===== config.mk =====
export PLATFORM = sky130hd
export DESIGN_NAME = mem_port_arbiter
export DESIGN_NICKNAME = d
export VERILOG_FILES = /design/src/rtl/mem_port_arbiter.sv
export SDC_FILE = /design/constraint.sdc
export NUM_CORES = 1
export LEC_CHECK = 0
export ABC_CLOCK_PERIOD_IN_PS = 3500
export CAP_MARGIN = 20
export CORE_MARGIN = 3
export CORE_UTILIZATION = 38
export DETAILED_ROUTE_END_ITERATION = 16
export PLACE_DENSITY = 0.84
export SYNTH_ARGS = -nofsm -noshare
export SYNTH_HDL_FRONTEND = slang
export SYNTH_SLANG_ARGS = --single-unit

===== constraint.sdc =====
create_clock -name clk -period 3.5 [get_ports clk]
set_clock_uncertainty 0.2 [all_clocks]
set_input_delay 0.525 -clock clk [delete_from_list [all_inputs] [get_ports clk]]
set_output_delay 0.525 -clock clk [all_outputs]
set_load 0.005 [all_outputs]

===== src/rtl/mem_port_arbiter.sv =====
// mem_port_arbiter: shares one memory port between fetch and data requesters; data has
// priority, but fetch is guaranteed a grant after MAX_D_STREAK consecutive data grants.
module mem_port_arbiter #(
    parameter int MAX_D_STREAK = 4
) (
    input  logic        clk,
    input  logic        rst,
    input  logic        i_read,
    input  logic [31:0] i_addr,
    output logic        i_resp,
    output logic [31:0] i_rdata,
    input  logic        d_read,
    input  logic        d_write,
    input  logic [31:0] d_addr,
    input  logic [31:0] d_wdata,
    input  logic [3:0]  d_wmask,
    output logic        d_resp,
    output logic [31:0] d_rdata,
    output logic        mem_read,
    output logic        mem_write,
    output logic [31:0] mem_addr,
    output logic [31:0] mem_wdata,
    output logic [3:0]  mem_wmask,
    input  logic        mem_resp,
    input  logic [31:0] mem_rdata
);
    typedef enum logic [1:0] {IDLE, BUSY_I, BUSY_D} state_t;
    localparam logic [3:0] STREAK_MAX = 4'(MAX_D_STREAK);

    state_t     state, state_nxt;
    logic [3:0] streak;
    logic       d_req, streak_full, grant_i, grant_d;

    assign d_req       = d_read | d_write;
    assign streak_full = streak == STREAK_MAX;
    assign grant_i     = state == IDLE && i_read && (!d_req || streak_full);
    assign grant_d     = state == IDLE && d_req && !(i_read && streak_full);

    always_ff @(posedge clk or negedge rst)
        if (!rst)
            state <= IDLE;
        else
            state <= state_nxt;

    always_comb begin
        state_nxt = state;
        if (grant_i)
            state_nxt = BUSY_I;
        else if (grant_d)
            state_nxt = BUSY_D;
        else if (state != IDLE && mem_resp)
            state_nxt = IDLE;
    end

    always_comb begin
        i_resp  = mem_resp && state == BUSY_I;
        d_resp  = mem_resp && state == BUSY_D;
        i_rdata = i_resp ? mem_rdata : 32'h0;
        d_rdata = d_resp ? mem_rdata : 32'h0;
    end

    // Streak only grows while fetch is actually being passed over.
    always_ff @(posedge clk or negedge rst)
        if (!rst)
            streak <= '0;
        else if (grant_i)
            streak <= '0;
        else if (grant_d && i_read)
            streak <= streak_full ? streak : streak + 4'd1;

    always_ff @(posedge clk or negedge rst)
        if (!rst) begin
            mem_read  <= 1'b0;
            mem_write <= 1'b0;
            mem_addr  <= '0;
            mem_wdata <= '0;
            mem_wmask <= '0;
        end else if (grant_i) begin
            mem_read  <= 1'b1;
            mem_write <= 1'b0;
            mem_addr  <= i_addr;
            mem_wdata <= '0;
            mem_wmask <= '0;
        end else if (grant_d) begin
            mem_read  <= !d_write;
            mem_write <= d_write;
            mem_addr  <= d_addr;
            mem_wdata <= d_write ? d_wdata : 32'h0;
            mem_wmask <= d_write ? d_wmask : 4'h0;
        end else if (state != IDLE && mem_resp) begin
            mem_read  <= 1'b0;
            mem_write <= 1'b0;
        end
endmodule


# Word-level counts from Yosys, hierarchy flattened
# Index checks and enable logic that the tools add are counted.
[word_totals] reg_bits=76 out_inout_bits=136 word_cells=53
[classes] bitwise_logic=1 mux=21 n_addsub=1 eq_ne=4 reduce_logical=19
[op_table] cell="$mux W32" n=7
[op_table] cell="$mux W4" n=6
[op_table] cell="$logic_and A1 B1 Y1" n=9
[op_table] cell="$mux W2" n=3
[op_table] cell="$reduce_bool A2 Y1" n=3
[op_table] cell="$mux W1" n=5
[op_table] cell="$add A4 B1 Y4 const B" n=1
[op_table] cell="$eq A4 B3 Y1 const B" n=1
[op_table] cell="$logic_not A1 Y1" n=3
[op_table] cell="$reduce_bool A3 Y1" n=1
[op_table] cell="$eq A2 B1 Y1 const B" n=1
[op_table] cell="$eq A2 B2 Y1 const B" n=1
[op_table] cell="$logic_not A2 Y1" n=1
[op_table] cell="$ne A2 B1 Y1 const B" n=1
[op_table] cell="$reduce_and A2 Y1" n=1
[op_table] cell="$logic_or A1 B1 Y1" n=1
[op_table] cell="$or A1 B1 Y1" n=1

# Longest topological paths before layout
[depth] word_depth=7 mapped_depth=7 mapped_depth_nobuf=5

# Least setup slack after synthesis
# OpenSTA, ideal clock, no wires.
[synth_path] path_kind="input-to-output" start="input port mem_resp" end="output port i_rdata[22]" path_buffers=1 arrival_time_ns=1.127 path_slack_ns=1.648 path_stages=3 cell_sequence="and3_1 -> clkbuf_1 -> and2_1"
[synth_between] elab_chain_len=2
[synth_lines] element="start, declared" line="24" source="input logic mem_resp,"
[synth_lines] element="$logic_and A1 B1 Y1" line="56" source="i_resp = mem_resp && state == BUSY_I;"
[synth_lines] element="via i_resp" line="10" source="output logic i_resp,"
[synth_lines] element="$mux W32" line="58" source="i_rdata = i_resp ? mem_rdata : 32'h0;"
[synth_lines] element="end, declared" line="11" source="output logic [31:0] i_rdata,"
# The timed path passes the listed nets, and every way through them passes these cells.

# Worst setup path after layout
[layout_path] start="input port mem_resp" end="output port d_rdata[27]"
[layout_between] elab_chain_len=2
[layout_lines] element="$logic_and A1 B1 Y1" line="57" source="d_resp = mem_resp && state == BUSY_D;"
[layout_lines] element="$mux W32" line="59" source="d_rdata = d_resp ? mem_rdata : 32'h0;"
[layout_lines] element="end, declared" line="18" source="output logic [31:0] d_rdata,"
# No other way between the ends.

==> metrics <==
outcome=finished clean; initial antenna violation count=0; antenna viol nets, final=0; DP Wirelength=10.6 mm; Cell Count, Final, Fillers Out=772; vias in the first global route=4081; Worst-Skew Late Latency=340 ps; final count of hold timing violations=0; # nets final=774; average cell area after synthesis=10.2 µm²; Synth cell types=34; R2R cell count=6; via count=4049; drt total wl=14.1 mm; worst setup path category=in -> out; arrival time worst endpoint=2390 ps; CP Launch Type=primary input; GRT Resource Usage Total=24.1%; Mapped Area=3860 µm²; PwrDens=636 nW/µm²; Yosys top cell area share=49.3%; Placed Cells=756; CORE AREA=9820 µm²; synth cell count leaders=76 x dfrtp_1, 64 x and2_1, 36 x a22o_1, 36 x inv_1, 36 x o21ai_0; period utilization=88.9%; Min Clock Period, post-route=3110 ps; layout cells sized above 1=5.16%; Top FF cell, synth=dfrtp_1; routability cong.=0.716; max frequency=0.321 GHz; Cell Chain, Critical Path=clkdlybuf4s50_1 -> and3_1 -> buf_4 -> and2_1 -> clkdlybuf4s50_1; max cap viols=0; RSZ-0062 raised after global routing=false; Final setup violation count=0; cell row count=36; Ports=274; Die ar.=11400 µm²; Seq/Total Area, Yosys=49.3%; Stages on worst setup path=5; CTS buffer count=9; Slew Limit Fails=0; CP endpoint kind=output port; Gate Count Post-Synth=378; gr ovfl total=0; DR WL/cell=18.3 µm; pre-CTS WS=397 ps; Post-CTS Setup Bufs=0; DR vias/cell=5.24; Pre-antenna DRT Iters=4; Async SR Flop Fraction=100%; top post-synthesis cells by area=dfrtp_1 49%, and2_1 10%, a22o_1 8.2%; Sum Neg Setup Slack=0 ps; CTS Root Cell=clkbuf_8; Synth Warn #=0; largest net degree at the start of global routing=77; reg-to-reg setup timing slack=1180 ps; Pleak=2.87 nW; H-tree levels=3; slew at the pin closest to its max-slew limit=937 ps; initial DRC count=244; worst path required time=2770 ps; CTS tree=built; Synth area leader=dfrtp_1; first-pass GRT wire length=21.7 mm; worst-path fanout max=22; Slew headroom=37.5%; crit path buf inv count=3; flops & latches, synth=76; DRC Markers=0; largest stage delay on the critical path=530 ps; slowest stage cell on the critical path=clkdlybuf4s50_1; initial core utilization=39.3%; syn nets=518; Worst-path clk slew=100 ps; Hold Crit Class=in -> async; top-count cell post-synth=dfrtp_1; Area Growth Syn to Fin=78.0%; IO buf count=273; CP dominant cell by count=clkdlybuf4s50_1; Final WS setup=388 ps; die height=107 µm; Crit path max-delay family=buffers and inverters; clock tree buffer depth=2; Post-CTS Hold Fix Bufs=0; CTS sink cnt=76; Post-synth EDFFs=0; Inserted Diodes=0; post-CTS sizing=0; peak supply drop=0.311 mV; Die X=107 µm
## worst reg2reg max path, stage by stage, from the launching register on
cell and delay [ps]:
dfrtp_1 400, inv_1 90, ha_1 220, nand3b_4 360
o211a_1 370, buf_4 260, a22o_1 310
## stage by stage
| step | utilization, % | hold WS [ps] | power [mW] | instance area, µm² |
|---|---|---|---|---|
| floorplan | - | 29.4 | 2.41 | 3860 |
| global placement | 67.9 | 285 | 3.66 | 6670 |
| detailed placement | 67.9 | 281 | 3.72 | 6670 |
| CTS | 69.9 | 135 | 4.41 | 6860 |
| global route | 69.9 | 180 | 4.64 | 6860 |
| finish | 69.9 | 100 | 4.36 | 6860 |
## metal layers
layer | up-vias | share of wire (%) | GRT usage (%) | wire length [µm]
met5 | - | 0 | 0 | 0
met1 | 1894 | 38 | 29.2 | 5370
li1 | 1901 | - | - | -
met4 | 0 | 2.7 | 9.95 | 377
met3 | 30 | 10 | 6.98 | 1430
met2 | 224 | 49 | 40.2 | 6950
## flip-flops by register name, summed over array words and instances (netlist names)
| name | flops |
|---|---|
| mem_wdata | 32 |
| mem_write | 1 |
| mem_read | 1 |
| mem_wmask | 4 |
| state | 2 |
| mem_addr | 32 |
| streak | 4 |
## where the power goes
group	internal [mW]	total, mW	switching [mW]	leakage, nW
clock	0.285	0.668	0.383	0.103
sequential	1.26	1.48	0.224	0.961
combinational	1.29	2.21	0.927	1.81
## path summary, 6_finish.rpt
check | end | startpoint
worst max register to register | mem_wdata[22] | streak[0]
worst min register to register | mem_wdata[11] | mem_wdata[11]
worst min-delay path | mem_addr[14] | rst
worst max-delay path | d_rdata[27] | mem_resp
max in group asynchronous | mem_wmask[0] | rst
min in group clk | mem_wdata[11] | mem_wdata[11]
## layout by cell type (no fill, tap or decap), types with 8 or more instances in the layout
cell	count
a22o_1	36
and2_1	64
buf_4	8
clkbuf_8	9
clkdlybuf4s50_1	272
dfrtp_1	76
inv_1	36
o2111ai_1	32
o211ai_1	32
o21ai_0	36
## kinds of logic after synthesis
family | share of synthesized area [%]
buffers and inverters | 8.01
flip-flops | 49.3
multiplexers | 0.260
adder cells (fa/ha/maj) | 0.649
AND/OR/NAND/NOR | 13.5
AO/OA/AOI/OAI | 28.2
## final cells by class
class / count / area (µm²)
well taps: 133 / 166
clock buffers: 9 / 124
fillers: 752 / 2960
clock inverters: 7 / 71.3
repair buffers: 281 / 2800
flip-flops and latches: 76 / 1900
inverters: 37 / 139
multi-input cells: 229 / 1660
(Power assumes the default switching activity.)
